==> config.mk <==
export PLATFORM = sky130hd
export DESIGN_NAME = cpu_divider
export DESIGN_NICKNAME = d
export VERILOG_FILES = /design/src/rtl/cpu_divider_pkg.sv /design/src/rtl/cpu_divider.sv
export SDC_FILE = /design/constraint.sdc
export NUM_CORES = 1
export LEC_CHECK = 0
export CAP_MARGIN = 10
export CORE_ASPECT_RATIO = 0.7
export CORE_MARGIN = 4
export CORE_UTILIZATION = 63
export DETAILED_ROUTE_END_ITERATION = 8
export PLACE_DENSITY = 0.87
export SETUP_SLACK_MARGIN = 0.02
export SLEW_MARGIN = 0
export SYNTH_ARGS = -nofsm -noshare
export SYNTH_HDL_FRONTEND = slang
export SYNTH_SLANG_ARGS = --single-unit
==> constraint.sdc <==
create_clock -name clock -period 7.2 [get_ports clock]
set_input_delay 1.08 -clock clock [delete_from_list [all_inputs] [get_ports clock]]
set_output_delay 1.08 -clock clock [all_outputs]
set_load 0.01 [all_outputs]
==> src/rtl/cpu_divider_pkg.sv <==
// Shared constants and state encoding for the execute-stage divide unit.
package cpu_divider_pkg;

  localparam int unsigned DIV_WIDTH = 32;
  localparam int unsigned DIV_CNT_W = 5;

  localparam logic [5:0] OP_DIVS = 6'b100100;
  localparam logic [5:0] OP_MODS = 6'b100101;
  localparam logic [5:0] OP_DIVU = 6'b100110;
  localparam logic [5:0] OP_MODU = 6'b100111;

  typedef enum logic [1:0] {
    DIV_IDLE = 2'd0,
    DIV_BUSY = 2'd1,
    DIV_FIX  = 2'd2,
    DIV_DONE = 2'd3
  } div_state_t;

endpackage

==> src/rtl/cpu_divider.sv <==
// Iterative restoring radix-2 divider for divs/mods/divu/modu; stalls the
// pipeline via busy and is cancelled by a taken jump.
module cpu_divider
  import cpu_divider_pkg::*;
#(
  parameter int unsigned WIDTH = DIV_WIDTH,
  parameter int unsigned CNT_W = DIV_CNT_W
) (
  input  logic             clock,
  input  logic             reset_n,
  input  logic             start,
  input  logic [2:0]       op,
  input  logic [WIDTH-1:0] a,
  input  logic [WIDTH-1:0] b,
  input  logic             abort,
  input  logic             hold,
  output logic             busy,
  output logic [WIDTH-1:0] result,
  output logic             result_valid
);

  div_state_t       state_q, state_d;
  logic [WIDTH-1:0] rem_q, quo_q, dvs_q, result_q;
  logic [CNT_W-1:0] cnt_q;
  logic             q_neg_q, r_neg_q, sel_rem_q, valid_q;

  logic             accept;
  logic             is_signed;
  logic [WIDTH-1:0] a_abs, b_abs, quo_fix, rem_fix;
  logic [WIDTH:0]   trial;

  // Operand conditioning and the shift/subtract step
  always_comb begin
    accept    = (state_q == DIV_IDLE) && start && op[2] && !abort;
    is_signed = !op[1];
    a_abs     = (is_signed && a[WIDTH-1]) ? WIDTH'(-a) : a;
    b_abs     = (is_signed && b[WIDTH-1]) ? WIDTH'(-b) : b;
    trial     = {rem_q, quo_q[WIDTH-1]} - {1'b0, dvs_q};
    quo_fix   = q_neg_q ? WIDTH'(-quo_q) : quo_q;
    rem_fix   = r_neg_q ? WIDTH'(-rem_q) : rem_q;
    busy      = !abort && (accept || state_q == DIV_BUSY || state_q == DIV_FIX);
  end

  // Next-state logic; abort overrides everything
  always_comb begin
    state_d = state_q;
    case (state_q)
      DIV_IDLE: if (accept) state_d = (b == '0) ? DIV_DONE : DIV_BUSY;
      DIV_BUSY: if (cnt_q == CNT_W'(WIDTH - 1)) state_d = DIV_FIX;
      DIV_FIX:  state_d = DIV_DONE;
      DIV_DONE: if (!hold) state_d = DIV_IDLE;
      default:  state_d = DIV_IDLE;
    endcase
    if (abort) state_d = DIV_IDLE;
  end

  always_ff @(posedge clock or negedge reset_n) begin
    if (!reset_n) state_q <= DIV_IDLE;
    else          state_q <= state_d;
  end

  // Datapath: rem/quo form one shifting register pair during BUSY
  always_ff @(posedge clock or negedge reset_n) begin
    if (!reset_n) begin
      rem_q     <= '0;
      quo_q     <= '0;
      dvs_q     <= '0;
      result_q  <= '0;
      cnt_q     <= '0;
      q_neg_q   <= 1'b0;
      r_neg_q   <= 1'b0;
      sel_rem_q <= 1'b0;
      valid_q   <= 1'b0;
    end else begin
      valid_q <= (state_d == DIV_DONE);
      case (state_q)
        DIV_IDLE: begin
          if (accept) begin
            rem_q     <= '0;
            quo_q     <= a_abs;
            dvs_q     <= b_abs;
            cnt_q     <= '0;
            q_neg_q   <= is_signed && (a[WIDTH-1] ^ b[WIDTH-1]);
            r_neg_q   <= is_signed && a[WIDTH-1];
            sel_rem_q <= op[0];
            if (b == '0) result_q <= op[0] ? a : '1;
          end
        end
        DIV_BUSY: begin
          if (!trial[WIDTH]) begin
            rem_q <= trial[WIDTH-1:0];
            quo_q <= {quo_q[WIDTH-2:0], 1'b1};
          end else begin
            rem_q <= {rem_q[WIDTH-2:0], quo_q[WIDTH-1]};
            quo_q <= {quo_q[WIDTH-2:0], 1'b0};
          end
          cnt_q <= cnt_q + CNT_W'(1);
        end
        DIV_FIX: result_q <= sel_rem_q ? rem_fix : quo_fix;
        default: ;
      endcase
    end
  end

  assign result       = result_q;
  assign result_valid = valid_q;

endmodule

# == Word level (Yosys, flattened, before mapping) ==
# Index checks and enable logic that the tools add are counted.
# totals
regBits,139
in_bits,72
elab_cells,65
# op_classes
addsub,6
n_eq_ne,7
mux,23
n_bitwise,1
n_reduce_logical,18
# op_table
op,n
two-way mux 32 bit,11
case mux 32 bit (2 select lines),3
negator 32 bit,4
subtractor 33 x 32 -> 33 bit,1
logical NOT 32 bit,1
two-way mux 2 bit,5
case mux 5 bit (2 select lines),1
case mux 2 bit (4 select lines),1
logical AND 1 bit,7
"== test 2 bit, second input constant",3
"adder 5 x 1 -> 5 bit, second input constant",1
"== test 5 bit, second input constant",1
two-way mux 5 bit,1
AND reduction 2 bit,2
nonzero test 2 bit,2
AND reduction 3 bit,1
"== test 2 x 1 -> 1 bit, second input constant",1
logical NOT 1 bit,2
logical NOT 2 bit,1
logical OR 1 bit,2
"inequality test 2 x 1 -> 1 bit, second input constant",1
"inequality test 2 bit, second input constant",1
two-way mux 1 bit,1
XOR 1 bit,1

# == Logic depth before layout (Yosys ltp) ==
# Gate-level depths: netlist (run 1).
# depth
ltp_word,8
depth_mapped,13
mapped_depth_nobuf,11

# == Worst setup path after synthesis (run 1) ==
# No wires, ideal clock.
# synth_path
kind,register to register
from,register quo_q[31]
to,register rem_q[26]
setup_ps,131
t_arrival_ps,3020
path_slack_ps,4048
path_stages_with_launch,14
path_buffers,2
synth_period_minus_slack_ps,3152
path_cell_list,dfrtp_1 inv_1 ha_1 fa_1 nor2b_1 o31ai_1 a311oi_1 o21ai_1 o2111a_1 a311oi_1 buf_2 clkbuf_1 nand3b_1 o211ai_1
# synth_via
elab_chain_len,3
# synth_lines
element,line,rtl
from (decl),cpu_divider.sv:23,"logic [WIDTH-1:0] rem_q, quo_q, dvs_q, result_q;"
from (signal assigned),cpu_divider.sv:80,quo_q <= a_abs;
from (signal assigned),cpu_divider.sv:92,"quo_q <= {quo_q[WIDTH-2:0], 1'b1};"
from (signal assigned),cpu_divider.sv:95,"quo_q <= {quo_q[WIDTH-2:0], 1'b0};"
subtractor 33 x 32 -> 33 bit,cpu_divider.sv:38,"trial = {rem_q, quo_q[WIDTH-1]} - {1'b0, dvs_q};"
two-way mux 32 bit,cpu_divider.sv:90,if (!trial[WIDTH]) begin
case mux 32 bit (2 select lines),cpu_divider.sv:76,case (state_q)
to (signal assigned),cpu_divider.sv:91,rem_q <= trial[WIDTH-1:0];
to (signal assigned),cpu_divider.sv:94,"rem_q <= {rem_q[WIDTH-2:0], quo_q[WIDTH-1]};"
to (decl),cpu_divider.sv:23,
# Every way passes these cells.
# A chain may end at the register's enable or synchronous reset.

# == Final worst setup path (run 1) ==
# layout_path
from,register quo_q[31]
to,register rem_q[3]
# Same word-level chain as after synthesis.

==> impl_metrics.yaml, run 1 <==
synth:
  async_flop_share_pct: 100
  yosys-top-cells-count: "180 x o21ai_0, 139 x dfrtp_1, 134 x nand2_1"
  synth_edf_count: 0
  synth_top_area_share_pct: 32.8
  netlist_area_sq_um: 10600
  ys_seq_elements: 139
  syn-num-nets: 1424
  yosysTopAreaCell: "dfrtp_1"
  yosysMostFrequentCell: "o21ai_0"
  netlist_top_cells_area: "dfrtp_1 33%, o21ai_0 8.5%, xnor2_1 6.2%"
  syn_area_per_cell_sq_um: 8.08
  ys_types: 68
  seq_area_frac_synth_pct: 32.8
  synthCells: 1313
  yosys_warnings: 0
  synth_flop_cell: "dfrtp_1"
clocking:
  root_buffer: "clkbuf_16"
  cts_resized: 0
  clock_latency_ps: 440
  ctsHoldBuffers: 0
  cts-buffers-inserted: 17
  cts-htree-levels: 4
  cts.sinks: 139
  cts_buffer_depth: 2
  post-cts-setup-buffers: 0
  cts_tree: "yes"
  cts.clk_slew.worst_paths_ps: 60
detailed_routing:
  drtAntennaViolNets: 0
  wl_met3_um: 4090
  drtPass1Iterations: 8
  drt-vias-per-instance: 6.62
  wl_met1_um: 13900
  wl_per_cell_um: 20.4
  drt_iter0_markers: 1359
  top_layer: "met5"
  drc: 0
  routed-wl-met2_um: 14200
  vias: 10631
  wirelength_um: 32700
grt:
  grt_pass1_wl_um: 52600
  grt_start_max_net_pins: 90
  overflow: 0
  grt_usage_pct: 34.8
  antenna_found_initial: 1
  grt_pass1_vias: 9705
sta:
  fin_setup_tns_ps: 0
  finalHoldViolCount: 0
  hold_ws_ps: 476
  slew_headroom_pct: 24.1
  clock_skew_ps: 12.1
  max_freq_mhz: 228
  setup_viol: 0
  tightest_slew_ps: 1140
  fin_crit_sh_pct: 60.8
  drv_slew: 0
  rsz0062_at_grt: "false"
  setup_ws_ps: 2820
  layout_min_cycle_time_ps: 4380
power:
  irDropWorstVdd_mv: 0.174
  power.leakage_nw: 5.15
  p_total_w: 0.00421
  powerDensity_nw_per_um2: 340
job:
  maxCapViolCount: 0
setup_path:
  crit_fanout: 30
  crit_required_ps: 7500
  worstPathCellList: "inv_1 -> ha_1 -> fa_1 -> nor2b_1 -> o31ai_1 -> a311oi_1 -> o21ai_1 -> o2111a_1 -> a311oi_4 -> buf_4 -> mux2i_1 -> o21ai_0"
  critPathLaunchType: "register"
  crit_arrival_ps: 4680
  max_stage_delay_ps: 620
  cpMaxStageDelayCell: "a311oi_4"
  critical_path_class: "register to register"
  end_kind: "register"
finish:
  nNetsFinal: 1481
  final_cells: 1607
  syn_to_final_growth_pct: 16.7
  antennaDiodeCount: 0
  drive_above_1_share_pct: 5.14
  nFillCells: 1242
outcome:
  outcome: "complete, no violations"
die:
  start_util_pct: 64.7
  die_x_um: 163
  die_area_sq_um: 19000
  rows: 39
  num_io_pins: 106
  fp.dieH_um: 117
  core_sq_um: 16400
placement:
  gp_congestion: 0.978
  place_ws_ps: 2750
  dp.cells: 1576
  dp_hpwl_um: 23600
  port-buffer-count: 105
worst_hold_path:
  hp-class: "register to register"
## worst max-delay path, delay by kind of cell, from the launching register on
| family | cells | cell delay [ps] |
|---|---|---|
| muxes | 1 | 260 |
| and+or+nand+nor | 1 | 190 |
| adders and majority gates | 2 | 650 |
| DFF | 1 | 360 |
| AOI/OAI and AO/OA | 6 | 2180 |
| buffers and inverters | 2 | 580 |
## metal layers
layer  vias up  global-route usage, %
li1       4839                      -
met1      5018                   50.6
met2       704                   52.3
met3        68                   9.17
met4         2                   8.99
met5         -                      0
## kinds of logic (layout without fill, tap and decap cells)
kind of cell / Yosys count / in the layout / synth area share [%]
simple gates: 414 / 414 / 19.2
compound gates: 417 / 417 / 24.0
fa+ha+maj: 39 / 39 / 4.67
xor+xnor: 141 / 141 / 11.6
mux: 32 / 32 / 3.03
flops: 139 / 139 / 32.8
buf+inv: 131 / 200 / 4.70
## worst paths after layout
path / slack, ps / cells after the start / to / from
max: 2820 / 12 / rem_q[3] / quo_q[31]
min: 480 / 2 / dvs_q[25] / dvs_q[25]
max reg2reg: 2820 / 12 / rem_q[3] / quo_q[31]
min reg2reg: 480 / 2 / dvs_q[25] / dvs_q[25]
max in group asynchronous: 5350 / 2 / result[27] / reset_n
min in group asynchronous: 680 / 1 / result[17] / reset_n
## placed cells by master (no fill, tap or decap), types with 12 or more instances in the layout
cell             instances
inv_1                   52
clkbuf_16               17
o21ai_0                180
a21oi_1                 65
o22ai_1                 16
a22oi_1                 34
o31ai_1                 26
xor2_1                  66
nor4_1                  13
a31oi_1                 13
or4_1                   15
buf_4                   12
xnor2_1                 75
mux2i_1                 31
nand3_1                 45
or3_1                   16
nor3_1                  21
nand2_1                134
ha_1                    38
nor2_1                  89
o211ai_1                12
nand3b_1                14
clkdlybuf4s50_1        104
dfrtp_1                139
## state kept, by name (all words and copies together), names as in the netlist
name / cells
cnt_q: 5
dvs_q: 32
q_neg_q: 1
quo_q: 32
r_neg_q: 1
rem_q: 32
result: 32
result_valid: 1
sel_rem_q: 1
state_q: 2
## power by group
group	internal (W)	leakage, nW	switching [W]
logic	0.000869	3.03	0.00117
registers	0.000956	1.82	0.000297
clock network	0.000555	0.303	0.000362
## through the flow
step | instance area [sq um] | util (%)
4_1_cts | 12400 | 75.5
2_1_floorplan | 10600 | -
3_5_place_dp | 11800 | 71.8
3_3_place_gp | 11800 | 71.8
5_1_grt | 12400 | 75.5
6_report | 12400 | 75.5
## cell type report
| class | instances | area (sq um) | area share, % |
|---|---|---|---|
| flip-flops and latches | 139 | 3480 | 28.1 |
| clock inverters | 9 | 110 | 0.889 |
| well taps | 225 | 282 | 2.27 |
| multi-input cells | 1043 | 6680 | 54.0 |
| clock buffers | 22 | 494 | 3.99 |
| inverters | 52 | 195 | 1.58 |
| repair buffers | 117 | 1140 | 9.23 |
No activity file was read; power rests on OpenSTA's default activity.
==> inputs of run 2 (changes only) <==
- CORE_UTILIZATION: 63 -> 59
- PLACE_DENSITY: 0.87 -> 0.82
- clock period: 7.2 -> 4.05 ns (I/O delays scaled with it)
==> impl_metrics.yaml, run 2 (synthesized netlist as in run 1, its figures left out) <==
outcome:
  outcome: "complete, no violations"
clocking:
  cts.sinks: 139
  cts-htree-levels: 4
  post-cts-setup-buffers: 0
  cts_buffer_depth: 2
  cts.clk_slew.worst_paths_ps: 70
  cts-buffers-inserted: 17
  ctsHoldBuffers: 0
  cts_resized: 0
  cts_tree: "yes"
  clock_latency_ps: 430
  root_buffer: "clkbuf_16"
job:
  maxCapViolCount: 0
detailed_routing:
  vias: 10497
  drt-vias-per-instance: 6.44
  drtAntennaViolNets: 0
  wl_per_cell_um: 20.4
  drtPass1Iterations: 6
  wirelength_um: 33300
  drc: 0
  drt_iter0_markers: 1310
sta:
  setup_viol: 0
  slew_headroom_pct: 25.5
  finalHoldViolCount: 0
  clock_skew_ps: 10.8
  rsz0062_at_grt: "false"
  fin_crit_sh_pct: 92.4
  fin_setup_tns_ps: 0
  tightest_slew_ps: 1120
  max_freq_mhz: 267
  layout_min_cycle_time_ps: 3740
  drv_slew: 0
setup_path:
  critical_path_class: "register to register"
  critPathLaunchType: "register"
  crit_arrival_ps: 4060
  end_kind: "register"
  crit_fanout: 17
  crit_required_ps: 4370
finish:
  final_common_cell: "o21ai_0"
  nFillCells: 1408
  nNetsFinal: 1498
  syn_to_final_growth_pct: 17.9
  utilization_pct: 71.9
  drive_above_1_share_pct: 6.36
  antennaDiodeCount: 0
  mostFrequentLayoutCells: "180 x o21ai_0, 139 x dfrtp_1, 134 x nand2_1"
  stdcell_area_sq_um: 12500
power:
  powerDensity_nw_per_um2: 597
  switching_power_w: 0.00327
  power.leakage_nw: 5.22
  switching_share_pct: 43.7
  internal_power_w: 0.00421
  irDropWorstVdd_mv: 0.317
  combPwrFrac_pct: 49.7
  pwr-share-seq_pct: 29.3
  pwr-share-clk_pct: 21.0
die:
  die_x_um: 168
  die_area_sq_um: 20200
  num_io_pins: 106
  core_sq_um: 17400
  start_util_pct: 60.9
  rows: 40
  fp.dieH_um: 120
grt:
  antenna_found_initial: 0
  grt_usage_pct: 32.4
  overflow: 0
  grt_pass1_wl_um: 52900
  grt_start_max_net_pins: 126
  grt_pass1_vias: 9535
placement:
  gp_congestion: 0.951
  port-buffer-count: 105
  dp_hpwl_um: 24200
  dpl_cell_area_sq_um: 11900
worst_hold_path:
  hp-class: "input pin to asynchronous set/reset pin"
run 2: cell count changes in the layout (fill, tap and decap cells not counted), sizes merged:
cell and delta:
inv +1, clkinvlp +4, clkbuf -4, buf +17
run 2: layout make-up:
type | instances | area (sq um) | area share (%)
multi-input combinational | 1043 | 6680 | 53.4
sequential | 139 | 3480 | 27.8
timing repair buffer | 134 | 1290 | 10.3
clock buffer | 18 | 429 | 3.43
tap | 231 | 289 | 2.31
inverter | 52 | 195 | 1.56
clock inverter | 14 | 145 | 1.16
run 2: path summary, 6_finish.rpt:
kind | start | endpoint | slack (ps) | cells past startpoint
worst max-delay path | quo_q[31] | rem_q[1] | 310 | 12
worst min-delay path | reset_n | quo_q[25] | 220 | 1
worst max register to register | quo_q[31] | rem_q[1] | 310 | 12
worst min register to register | result[13] | result[13] | 480 | 2
max in group asynchronous | reset_n | rem_q[30] | 3000 | 2
min in group clock | result[13] | result[13] | 480 | 2
run 2: per-stage QoR:
stage | setup slack [ps] | instances | power [W] | hold WS (ps)
2_1_floorplan | 898 | 1313 | 0.00465 | 312
3_3_place_gp | 495 | 1599 | 0.00567 | 462
3_5_place_dp | 435 | 1599 | 0.00577 | 471
4_1_cts | 429 | 1631 | 0.00736 | 246
5_1_grt | 226 | 1631 | 0.00791 | 276
6_report | 308 | 1631 | 0.00747 | 215
run 2: power groups by stage:
stage | clock network [W] | registers, W | logic (W)
6_report | 0.00157 | 0.00219 | 0.00372
5_1_grt | 0.00164 | 0.00222 | 0.00405
4_1_cts | 0.00158 | 0.00216 | 0.00363
3_5_place_dp | 0 | 0.00218 | 0.00359
3_3_place_gp | 0 | 0.00216 | 0.00351
2_1_floorplan | 0 | 0.00201 | 0.00264
run 2: per-layer routing:
metal  up-vias  GRT usage [%]  routed length [um]
li1       4868              -                   -
met1      4945           51.3               15000
met2       635           43.9               13500
met3        49           8.37                4330
met4         0           7.45                 474
met5         -              0                   0
run 2: worst max-delay path, cell delays in order, from the launching register on:
cell	delay [ps]
dfrtp_1	350
inv_1	100
ha_1	240
fa_1	420
nor2b_1	180
o31ai_1	100
a311oi_1	630
o21ai_1	230
o21ai_0	570
a311oi_4	210
buf_4	270
mux2i_1	150
a22o_1	180
